## config.mk

```make
export PLATFORM = sky130hd
export DESIGN_NAME = prio_grant_arb8
export DESIGN_NICKNAME = d
export VERILOG_FILES = /design/src/rtl/prio_grant_arb8_pkg.sv /design/src/rtl/prio_grant_arb8_enc.sv /design/src/rtl/prio_grant_arb8.sv
export SDC_FILE = /design/constraint.sdc
export NUM_CORES = 1
export LEC_CHECK = 0
export CAP_MARGIN = 20
export CORE_MARGIN = 5
export CORE_UTILIZATION = 44
export CTS_CLUSTER_SIZE = 16
export DETAILED_ROUTE_END_ITERATION = 10
export PLACE_DENSITY = 0.74
export SLEW_MARGIN = 10
export SYNTH_ARGS = -nofsm -noshare
export SYNTH_HDL_FRONTEND = slang
export SYNTH_SLANG_ARGS = --single-unit
export TNS_END_PERCENT = 10
```

## constraint.sdc

```tcl
create_clock -name clk -period 1.88 [get_ports clk]
set_clock_uncertainty 0.2 [all_clocks]
set_input_delay 0.376 -clock clk [delete_from_list [all_inputs] [get_ports clk]]
set_output_delay 0.376 -clock clk [all_outputs]
set_load 0.1 [all_outputs]
```

## src/rtl/prio_grant_arb8_pkg.sv

```systemverilog
// prio_grant_arb8_pkg: shared constants, FSM state type and one-hot helper for the arbiter
package prio_grant_arb8_pkg;
  localparam int N_REQ = 8;
  localparam int IDX_W = 3;
  typedef enum logic [1:0] {IDLE, GRANT, TURN} state_t;
  function automatic logic [N_REQ-1:0] onehot(input logic [IDX_W-1:0] idx);
    return N_REQ'(1) << idx;
  endfunction
endpackage

```

## src/rtl/prio_grant_arb8_enc.sv

```systemverilog
// pri_enc8: combinational 8-to-3 encoder, highest set bit wins; any_o flags a nonzero input
module pri_enc8
  import prio_grant_arb8_pkg::*;
(
  input  logic [N_REQ-1:0] req_i,
  output logic [IDX_W-1:0] idx_o,
  output logic             any_o
);
  always_comb begin
    idx_o = '0;
    for (int i = 0; i < N_REQ; i++) idx_o = req_i[i] ? IDX_W'(i) : idx_o;
  end
  assign any_o = |req_i;
endmodule

```

## src/rtl/prio_grant_arb8.sv

```systemverilog
// prio_grant_arb8: 8-requester priority arbiter with hold timeout and one-cycle turnaround
// Ports: clk/rst (sync, active high), en gates new grants, req request lines, done owner release;
//        gnt one-hot grant, gnt_idx owner index, gnt_valid grant active, busy not idle,
//        timeout one-cycle pulse on MAX_HOLD revocation.
// Build option PRIO_GRANT_ARB8_RR_EN selects round-robin search instead of fixed priority.
module prio_grant_arb8
  import prio_grant_arb8_pkg::*;
#(
  parameter int unsigned MAX_HOLD = 16
) (
  input  logic             clk,
  input  logic             rst,
  input  logic             en,
  input  logic [N_REQ-1:0] req,
  input  logic             done,
  output logic [N_REQ-1:0] gnt,
  output logic [IDX_W-1:0] gnt_idx,
  output logic             gnt_valid,
  output logic             busy,
  output logic             timeout
);
  localparam int CW = (MAX_HOLD == 0) ? 1 : $clog2(MAX_HOLD + 1);
  localparam logic [CW-1:0] LIM = CW'(MAX_HOLD - 1);
  state_t state_q, state_d;
  logic [N_REQ-1:0] gnt_q, gnt_d, rot;
  logic [IDX_W-1:0] idx_q, idx_d, enc, w;
  logic [CW-1:0] cnt_q, cnt_d;
  logic valid_q, valid_d, tmo_q, tmo_d, any, rel, expire;
`ifdef PRIO_GRANT_ARB8_RR_EN
  logic [IDX_W-1:0] last_q, last_d;
  // rotating right by last_q puts last_q-1 at the top, so one fixed encoder yields the RR order
  assign rot = N_REQ'({req, req} >> last_q);
  assign w = enc + last_q;
`else
  assign rot = req;
  assign w = enc;
`endif
  pri_enc8 u_enc (.req_i(rot), .idx_o(enc), .any_o(any));
  assign rel = done || !req[idx_q];
  assign expire = (MAX_HOLD != 0) && (cnt_q == LIM);
  always_comb begin
    state_d = state_q;
    gnt_d = gnt_q;
    idx_d = idx_q;
    valid_d = valid_q;
    cnt_d = cnt_q;
    tmo_d = 1'b0;
`ifdef PRIO_GRANT_ARB8_RR_EN
    last_d = last_q;
`endif
    case (state_q)
      IDLE: begin
        cnt_d = '0;
        if (en && any) begin
          state_d = GRANT;
          gnt_d = onehot(w);
          idx_d = w;
          valid_d = 1'b1;
`ifdef PRIO_GRANT_ARB8_RR_EN
          last_d = w;
`endif
        end
      end
      GRANT: begin
        cnt_d = (cnt_q == '1) ? cnt_q : cnt_q + 1'b1;
        if (rel || expire) begin
          state_d = TURN;
          gnt_d = '0;
          valid_d = 1'b0;
          tmo_d = !rel;
        end
      end
      default: state_d = IDLE;
    endcase
  end
  always_ff @(posedge clk) begin
    if (rst) begin
      state_q <= IDLE;
      gnt_q <= '0;
      idx_q <= '0;
      valid_q <= 1'b0;
      cnt_q <= '0;
      tmo_q <= 1'b0;
`ifdef PRIO_GRANT_ARB8_RR_EN
      last_q <= IDX_W'(N_REQ - 1);
`endif
    end else begin
      state_q <= state_d;
      gnt_q <= gnt_d;
      idx_q <= idx_d;
      valid_q <= valid_d;
      cnt_q <= cnt_d;
      tmo_q <= tmo_d;
`ifdef PRIO_GRANT_ARB8_RR_EN
      last_q <= last_d;
`endif
    end
  end
  assign gnt = gnt_q;
  assign gnt_idx = idx_q;
  assign gnt_valid = valid_q;
  assign busy = state_q != IDLE;
  assign timeout = tmo_q;
endmodule

```

Word-level counts from Yosys, hierarchy flattened

Cells that the tools add are included.

$mul: 0
Bitwise logic cells: 2
Equality and inequality tests: 6
$lt $le $gt $ge: 1
Add/sub/neg operators: 1
Mux-type cells: 20
Divide/modulo/power cells: 0
Reduce and logical (&&, ||, !) cells: 14
Shift-type cells: 1

Operators by type and width:

| cell                  | count |
|---|---|
| $mux W3               | 6 |
| $mux W8               | 2 |
| $pmux W8 S2           | 1 |
| $pmux W5 S2           | 1 |
| $reduce_or A8 Y1      | 1 |
| $shl A1 B3 Y8 const A | 1 |
| $ne A2 B2 Y1 const B  | 3 |
| $reduce_and A2 Y1     | 3 |
| $add A5 B1 Y5 const B | 1 |
| $eq A5 B4 Y1 const B  | 1 |
| $eq A5 B5 Y1 const B  | 1 |
| $mux W5               | 1 |
| $lt A3 B4 Y1 const B  | 1 |
| $mux W1               | 4 |
| $mux W2               | 2 |
| $pmux W2 S2           | 1 |
| $reduce_bool A2 Y1    | 2 |
| $bmux W1 S3           | 1 |
| $reduce_and A3 Y1     | 1 |
| $reduce_or A3 Y1      | 1 |
| $eq A2 B1 Y1 const B  | 1 |
| $logic_not A1 Y1      | 2 |
| $logic_not A2 Y1      | 1 |
| $logic_or A1 B1 Y1    | 2 |
| other kinds (3)       | 4 |

Output and inout bits: 14
Memory bits (writable): 0
ROM bits: 0
Word-level logic and storage cells: 51
Bits of input ports: 12
Flip-flop bits (word level): 20
Memories kept: 0
Bits in latches: 0

Depth between registers and ports, before layout

Gate-level depths: netlist (run 1).

Depth in word-level cells: 10
Depth in mapped cells: 7
Mapped depth without buffers: 7

Cells and area by module

Synthesis (run 1) repeated with hierarchy kept, for this count alone.

Cells, all modules: 140
Area total of the unflattened synthesis: 1196.1 µm²

By module, submodules not included:

| module          | instances | cells an instance | seq. area each (µm²) | area an instance (µm²) |
|---|---|---|---|---|
| prio_grant_arb8 | 1         | 128               | 400.4                | 1129.8 |
| pri_enc8        | 1         | 12                | 0.0                  | 66.3 |

Worst setup path after synthesis (run 1)

No wires, ideal clock.

Path type: reg2reg
Start point: register idx_q[0] (netlist: gnt_idx[0])
End point: register gnt_q[2] (netlist: gnt[2])
Period minus slack after synthesis: 2.539 ns
Cell stages (with the launch flop): 6
Slack: -0.659 ns
Data arrival time: 2.209 ns
Setup time: 0.131 ns
Data required time: 1.549 ns
Buffers on the path: 1
Path through: dfxtp_1 -> buf_4 -> mux2_1 -> or3_4 -> a31oi_4 -> o32ai_1

Word-level cells in the longest chain between the ends: 7

RTL lines:

| element                            | RTL line              | source |
|---|---|---|
| start: declaration                 | prio_grant_arb8.sv:26 | `logic [IDX_W-1:0] idx_q, idx_d, enc, w;` |
| start signal: assignment           | prio_grant_arb8.sv:90 | `idx_q <= idx_d;` |
| $bmux W1 S3                        | prio_grant_arb8.sv:39 | `assign rel = done \|\| !req[idx_q];` |
| $mux W1 (implied by the code)      | prio_grant_arb8.sv:39 |  |
| $logic_not A1 Y1                   | prio_grant_arb8.sv:39 |  |
| $logic_or A1 B1 Y1                 | prio_grant_arb8.sv:39 |  |
| $logic_or A1 B1 Y1                 | prio_grant_arb8.sv:66 | `if (rel \|\| expire) begin` |
| $ne A2 B2 Y1 (no source line)      | --                    |  |
| $reduce_and A3 Y1 (no source line) | --                    |  |
| end signal: assignment             | prio_grant_arb8.sv:89 | `gnt_q <= gnt_d;` |
| end: declaration                   | prio_grant_arb8.sv:25 | `logic [N_REQ-1:0] gnt_q, gnt_d, rot;` |

Every way passes these cells. The select of a mux whose other input is x is not followed.
A chain may end at the register's enable or synchronous reset.

Final worst setup path (run 1)

Start point: register cnt_q[0]
End point: register gnt_q[5] (netlist: gnt[5])

Word-level cells in the longest chain between the ends: 4

RTL lines:

| element                            | RTL line              | source |
|---|---|---|
| start: declaration                 | prio_grant_arb8.sv:27 | `logic [CW-1:0] cnt_q, cnt_d;` |
| start signal: assignment           | prio_grant_arb8.sv:92 | `cnt_q <= cnt_d;` |
| $eq A5 B4 Y1                       | prio_grant_arb8.sv:40 | `assign expire = (MAX_HOLD != 0) && (cnt_q == LIM);` |
| $logic_or A1 B1 Y1                 | prio_grant_arb8.sv:66 |  |
| $ne A2 B2 Y1 (no source line)      | --                    |  |
| $reduce_and A3 Y1 (no source line) | --                    |  |

Every way passes these cells.

==> results.sh, run 1 <==
export IMPL_status="finished with violations"
export IMPL_violations="negative setup slack"
export IMPL_cp_cell_sequence="ha_2 -> and3_4 -> ha_4 -> a311oi_2 -> buf_4 -> a31oi_4 -> o31ai_2"
export IMPL_dieArea_um2=3756
export IMPL_crit_end="gnt[5]$_SDFFE_PP0P_"
export IMPL_synth_area_um2=1157
export IMPL_tritoncts="yes"
export IMPL_htreeDepth=1
export IMPL_synth_distinct_cells=47
export IMPL_io_pins=26
export IMPL_wl_per_cell_um=15.54
export IMPL_crit_slowest_cell="dfxtp_2"
export IMPL_ys_seq_elements=20
export IMPL_worstMarginPinSlew_ps=365.9
export IMPL_layout_area_seq_um2=407.9
export IMPL_start_kind="flop"
export IMPL_antenna_cells=0
export IMPL_grt_overflow=0
export IMPL_fin_cells=202
export IMPL_slew_headroom=0.7527
export IMPL_synth_flop_cell="dfxtp_1"
export IMPL_crit_type="reg2reg"
export IMPL_rsz0062_at_grt="true"
export IMPL_grt_pass1_vias=1166
export IMPL_p_leak_nw=0.7292
export IMPL_grt_usage=0.1828
export IMPL_synth_seq_area_share=0.3459
export IMPL_routed_wl_um=3140
export IMPL_port_buffers=25
export IMPL_fillers=161
export IMPL_async_flop_share=0
export IMPL_fin_nets=188
export IMPL_cts_hold_fix_buffers=0
export IMPL_yosysWarnings=0
export IMPL_vdd_ir_drop_max_mv=0.5625
export IMPL_cts_root_buf="clkbuf_4"
export IMPL_r2r_start="cnt_q[0]$_SDFFE_PP0P_"
export IMPL_grt_max_degree=13
export IMPL_critical_path_max_fanout=7
export IMPL_required_ps=1900
export IMPL_start_util=0.4630
export IMPL_max_cap_violations=0
export IMPL_clock_latency_ps=290
export IMPL_netlist_instances=123
export IMPL_die_h_um=61.29
export IMPL_drt_pre_antenna_iters=4
export IMPL_cts_made_buffers=3
export IMPL_cpPeakStageDelay_ps=340
export IMPL_syn2layout_area_growth_pct=63.68
export IMPL_multiInputGateArea_um2=768.2
export IMPL_syn_num_nets=138
export IMPL_fin_area_um2=1894
export IMPL_synth_area_leaders="dfxtp_1, nor2_1, inv_1, a22oi_1, ha_1"
export IMPL_synth_top_cell_by_area="dfxtp_1"
export IMPL_vias=1144
export IMPL_rows=18
export IMPL_path_clk_slew_ps=120
export IMPL_whs_ps=316.9
export IMPL_detail_route_antenna_nets=0
export IMPL_clk_path_buf_depth=2
export IMPL_routabilityCongestion=0.8453
export IMPL_setup_violations=9
export IMPL_cts_sinks=20
export IMPL_antenna_found_initial=1
export IMPL_postPlaceCellArea_um2=1735
export IMPL_core_area_um2=2500
export IMPL_r2r_cells=7
export IMPL_fmax_ghz=0.5167
export IMPL_synth_top_area_share=0.3459
export IMPL_avgViaCountPerCell=5.663
export IMPL_maxSlewViolCount=0
export IMPL_grt_pass1_wl_um=5161
export IMPL_min_period_ps=1935
export IMPL_worstReg2RegEnd="gnt[5]$_SDFFE_PP0P_"
export IMPL_drc=0
export IMPL_crit_arrival_ps=1960
export IMPL_place_hpwl_um=2355
export IMPL_period_share=1.029
export IMPL_avgSynthCellArea_um2=9.409
export IMPL_power_density_nw_per_um2=658.4
export IMPL_ff2ff_setup_slack_ps=-60
export IMPL_synth_edf_count=0
export IMPL_die_x_um=61.29
export IMPL_finalWorstSetupSlack_ps=-55.45
export IMPL_finalSetupTns_ps=-214.5
export IMPL_hold_violations=0
export IMPL_place_ws_ps=-487.9
export IMPL_min_path_type="reg2reg"
export IMPL_crit_start="cnt_q[0]$_SDFFE_PP0P_"
export IMPL_placed_cells=195
export IMPL_cp_end_kind="flop"
export IMPL_drt_iter0_markers=51
export IMPL_drive_above_1_share=0.4360
-- synthesized netlist by cell type, types with 2 or more instances --
| master | count |
|---|---|
| dfxtp_1 | 20 |
| nor2_1 | 15 |
| inv_1 | 11 |
| a22oi_1 | 5 |
| o32ai_1 | 4 |
| clkbuf_1 | 3 |
| ha_1 | 3 |
| mux2_2 | 3 |
| nand2_1 | 3 |
| nand2b_1 | 3 |
| nand3b_1 | 3 |
| nor4b_1 | 3 |
| o31ai_1 | 3 |
| a211oi_1 | 2 |
| a21oi_1 | 2 |
| buf_2 | 2 |
| buf_4 | 2 |
| mux2_1 | 2 |
| mux2i_1 | 2 |
| nand4b_1 | 2 |
| o21ai_0 | 2 |
| o31ai_2 | 2 |
| or3b_1 | 2 |
-- worst min path at each step --
| stage | from | to | slack, ps | cells after the start |
|---|---|---|---|---|
| 3_5_place_dp | gnt[4]$_SDFFE_PP0P_ | gnt[4]$_SDFFE_PP0P_ | 310 | 2 |
| 5_1_grt | gnt[5]$_SDFFE_PP0P_ | gnt[5]$_SDFFE_PP0P_ | 340 | 2 |
| 2_1_floorplan | req[5] | gnt[5]$_SDFFE_PP0P_ | 290 | 2 |
| 6_report | gnt[5]$_SDFFE_PP0P_ | gnt[5]$_SDFFE_PP0P_ | 320 | 2 |
| 4_1_cts | gnt[5]$_SDFFE_PP0P_ | gnt[5]$_SDFFE_PP0P_ | 320 | 2 |
| 3_3_place_gp | gnt[0]$_SDFFE_PP0P_ | gnt[0]$_SDFFE_PP0P_ | 300 | 2 |
-- layout by cell type, fill, tap and decap left out, types with 2 or more instances in the layout --
master	count
nor4b_2	2
nand3b_1	3
or3b_1	2
o32ai_2	4
clkbuf_4	3
o31ai_2	2
mux2_2	3
nand2b_1	3
mux2_1	2
nand2_1	3
buf_12	14
nor4_4	2
dlygate4sd2_1	7
o21ai_0	2
inv_1	11
nand4b_1	2
a21oi_1	2
buf_4	27
o31ai_1	3
nor2_1	15
a22oi_1	5
dfxtp_2	3
dfxtp_1	16
a211oi_1	2
mux2i_1	2
clkdlybuf4s50_1	3
-- report_power, final --
part | internal [W] | switching [W] | leakage (nW)
logic | 0.000178 | 0.000255 | 0.537
clock network | 0.000215 | 0.000132 | 0.0279
registers | 0.000444 | 0.0000232 | 0.164
-- cell type report --
cell class / count / share of cell area
multi-input cells: 85 / 0.4055
well taps: 30 / 0.01982
flip-flops and latches: 20 / 0.2153
clock inverters: 1 / 0.01585
clock buffers: 3 / 0.01189
inverters: 11 / 0.02180
repair buffers: 52 / 0.3098
-- per-layer routing --
layer	up-vias	wire length, um	track usage
met2	32	1517	0.2931
met1	552	1400	0.2417
met4	2	46	0.06811
li1	552	-	-
met3	6	163	0.03774
met5	-	13	0
-- metrics by stage --
stage | power, W | utilization
floorplan | 0.0007156 | -
global placement | 0.0008775 | 0.6942
detailed placement | 0.0008851 | 0.6942
CTS | 0.001248 | 0.7482
global route | 0.001297 | 0.7578
finish | 0.001247 | 0.7578
-- flip-flops by register name (all words and copies together) (netlist names) --
| register | count |
|---|---|
| gnt | 8 |
| cnt_q | 5 |
| gnt_idx | 3 |
| state_q | 2 |
| gnt_valid | 1 |
| timeout | 1 |
-- repair_timing --
action / in CTS / in global routing
setup buffers: 3 / 0
endpoints found under the setup margin: 15 / 17
gates resized for setup: 20 / 4
pin swaps: 8 / 4
-- kinds of logic (layout without fill, tap and decap cells) --
family / Yosys count / in the layout / synth area share
and+or+nand+nor: 43 / 43 / 0.2411
AOI/OAI and AO/OA: 32 / 32 / 0.2476
DFF: 20 / 20 / 0.3459
buffers and inverters: 18 / 67 / 0.06702
muxes: 7 / 7 / 0.06594
adders and majority gates: 3 / 3 / 0.03244
-- critical path: cells and delay by family (launching register included) --
family	cells	cell delay, ps
buffers and inverters	1	180
adder cells (fa/ha/maj)	2	340
flip-flops	1	340
AND/OR/NAND/NOR	1	190
AO/OA/AOI/OAI	3	630
(Power assumes the default switching activity.)
==> run 2: changes to the inputs <==
--- a/config.mk
+++ b/config.mk
@@ -11,6 +11,7 @@
 export CTS_CLUSTER_SIZE = 16
 export DETAILED_ROUTE_END_ITERATION = 10
 export PLACE_DENSITY = 0.74
+export RECOVER_POWER = 100
 export SLEW_MARGIN = 10
 export SYNTH_ARGS = -nofsm -noshare
 export SYNTH_HDL_FRONTEND = slang
==> run 2 against run 1 <==
The flow still finishes with violations (negative setup slack); largest power group unchanged; critical path depth unchanged; clock power about the same; global-route usage unchanged; non-clock buffer count unchanged; maximum frequency about the same; highest routed layer unchanged; routed wire length up 0.19%; critical endpoint unchanged; sequential power down 1%; largest cell class unchanged.
==> results.sh, run 2 (synthesis gave the netlist of run 1 again) <==
export IMPL_status="finished with violations"
export IMPL_violations="negative setup slack"
export IMPL_core_area_um2=2500
export IMPL_detail_route_antenna_nets=0
export IMPL_worstMarginPinSlew_ps=552.9
export IMPL_fin_total_pwr_w=0.001207
export IMPL_sequentialPowerShare=0.383
export IMPL_power_density_nw_per_um2=694.8
export IMPL_p_leak_nw=0.6884
export IMPL_maxSlewViolCount=0
export IMPL_holdPathEnd="gnt[5]$_SDFFE_PP0P_"
export IMPL_fin_area_um2=1737
export IMPL_grt_usage=0.1828
export IMPL_antenna_cells=0
export IMPL_avgViaCountPerCell=5.668
export IMPL_start_util=0.4630
export IMPL_fin_nets=188
export IMPL_whs_ps=280.1
export IMPL_slew_headroom=0.6329
export IMPL_combPwrFrac=0.332
export IMPL_port_buffers=25
export IMPL_hold_violations=0
export IMPL_worstReg2RegEnd="gnt[5]$_SDFFE_PP0P_"
export IMPL_routed_wl_um=3146
export IMPL_drt_iter0_markers=51
export IMPL_path_clk_slew_ps=110
export IMPL_tritoncts="yes"
export IMPL_period_share=1.030
export IMPL_io_pins=26
export IMPL_final_common_cell="buf_4"
export IMPL_dieArea_um2=3756
export IMPL_crit_arrival_ps=1950
export IMPL_setup_violations=9
export IMPL_ff2ff_setup_slack_ps=-60
export IMPL_grt_pass1_vias=1166
export IMPL_clk_path_buf_depth=2
export IMPL_grt_pass1_wl_um=5161
export IMPL_drive_above_1_share=0.4302
export IMPL_r2r_start="cnt_q[0]$_SDFFE_PP0P_"
export IMPL_routabilityCongestion=0.8453
export IMPL_p_sw_frac=0.3311
export IMPL_antenna_found_initial=1
export IMPL_vias=1145
export IMPL_critical_path_max_fanout=7
export IMPL_largest_reg_flops=8
export IMPL_start_kind="flop"
export IMPL_p_int_w=0.0008071
export IMPL_finalWorstSetupSlack_ps=-57.24
export IMPL_required_ps=1900
export IMPL_postPlaceCellArea_um2=1735
export IMPL_cts_made_buffers=3
export IMPL_cts_hold_fix_buffers=0
export IMPL_htreeDepth=1
export IMPL_syn2layout_area_growth_pct=50.05
export IMPL_place_hpwl_um=2355
export IMPL_r2r_cells=7
export IMPL_clock_latency_ps=290
export IMPL_max_cap_violations=0
export IMPL_cts_root_buf="clkbuf_4"
export IMPL_finalSetupTns_ps=-209.4
export IMPL_min_period_ps=1937
export IMPL_vdd_ir_drop_max_mv=0.5511
export IMPL_die_x_um=61.29
export IMPL_place_ws_ps=-487.9
export IMPL_drc=0
export IMPL_fmax_ghz=0.5162
export IMPL_cp_end_kind="flop"
export IMPL_hold_start="gnt[5]$_SDFFE_PP0P_"
export IMPL_grt_max_degree=13
export IMPL_wl_per_cell_um=15.57
export IMPL_p_sw_w=0.0003995
export IMPL_die_h_um=61.29
export IMPL_min_path_type="reg2reg"
export IMPL_rsz0062_at_grt="true"
export IMPL_holdPathStages=2
export IMPL_rows=18
export IMPL_cts_sinks=20
export IMPL_crit_type="reg2reg"
export IMPL_layout_common_cells="buf_4, dfxtp_1, nor2_1"
export IMPL_grt_overflow=0
export IMPL_drt_pre_antenna_iters=4
export IMPL_p_clk_frac=0.285
==> run 2: power by group through the flow <==
stage                     logic, W  clock network, W  registers [W]
after floorplan           0.000150                 0       0.000566
after global placement    0.000401                 0       0.000476
after detailed placement  0.000408                 0       0.000477
after CTS                 0.000423          0.000358       0.000467
after global routing      0.000420          0.000374       0.000465
final                     0.000401          0.000344       0.000462
==> run 2: worst max-delay path, stage by stage, from the launching register on <==
cell and delay [ps]:
dfxtp_2 340, ha_2 180, and3_4 190, ha_4 160, a311oi_2 200, buf_4 180, a31oi_4 160, o31ai_2 270
==> run 2: area by class of cell <==
class	count	area (um2)
fillers	181	763.2
multi-input cells	85	760.7
repair buffers	52	436.7
flip-flops and latches	20	407.9
inverters	11	41.29
well taps	30	37.54
clock inverters	1	30.03
clock buffers	3	22.52
==> run 2: how the worst max path moves through the flow <==
stage | from | endpoint | cells past startpoint
CTS | cnt_q[0]$_SDFFE_PP0P_ | gnt[5]$_SDFFE_PP0P_ | 7
floorplan | gnt_idx[0]$_SDFFE_PP0P_ | gnt[2]$_SDFFE_PP0P_ | 5
finish | cnt_q[0]$_SDFFE_PP0P_ | gnt[5]$_SDFFE_PP0P_ | 7
detailed placement | req[3] | gnt[2]$_SDFFE_PP0P_ | 5
global route | cnt_q[0]$_SDFFE_PP0P_ | gnt[1]$_SDFFE_PP0P_ | 7
global placement | req[3] | gnt[6]$_SDFFE_PP0P_ | 6
==> run 2: what timing repair did <==
action / in CTS / in global routing
gates resized for setup: 20 / 4
pin swaps: 8 / 4
endpoints found under the setup margin: 15 / 17
buffers inserted: 3 / 0
==> run 2: routing by layer <==
metal,vias to the layer above,track usage,share of wire
met5,-,0,0.0041
met4,2,0.06811,0.015
met3,6,0.03774,0.063
met2,38,0.2931,0.49
met1,548,0.2417,0.43
li1,551,-,-
==> run 2: through the flow <==
step                      cells  utilization
after floorplan             123            -
after global placement      195       0.6942
after detailed placement    195       0.6942
after CTS                   202       0.7482
after global routing        202       0.6947
final                       202       0.6947
==> run 3: changes to the inputs <==
--- a/config.mk
+++ b/config.mk
@@ -5,7 +5,6 @@
 export SDC_FILE = /design/constraint.sdc
 export NUM_CORES = 1
 export LEC_CHECK = 0
-export CAP_MARGIN = 20
 export CORE_MARGIN = 5
 export CORE_UTILIZATION = 44
 export CTS_CLUSTER_SIZE = 16
==> results of run 3 <==
No change in the layout: final DEF, timing and power equal those of run 2.
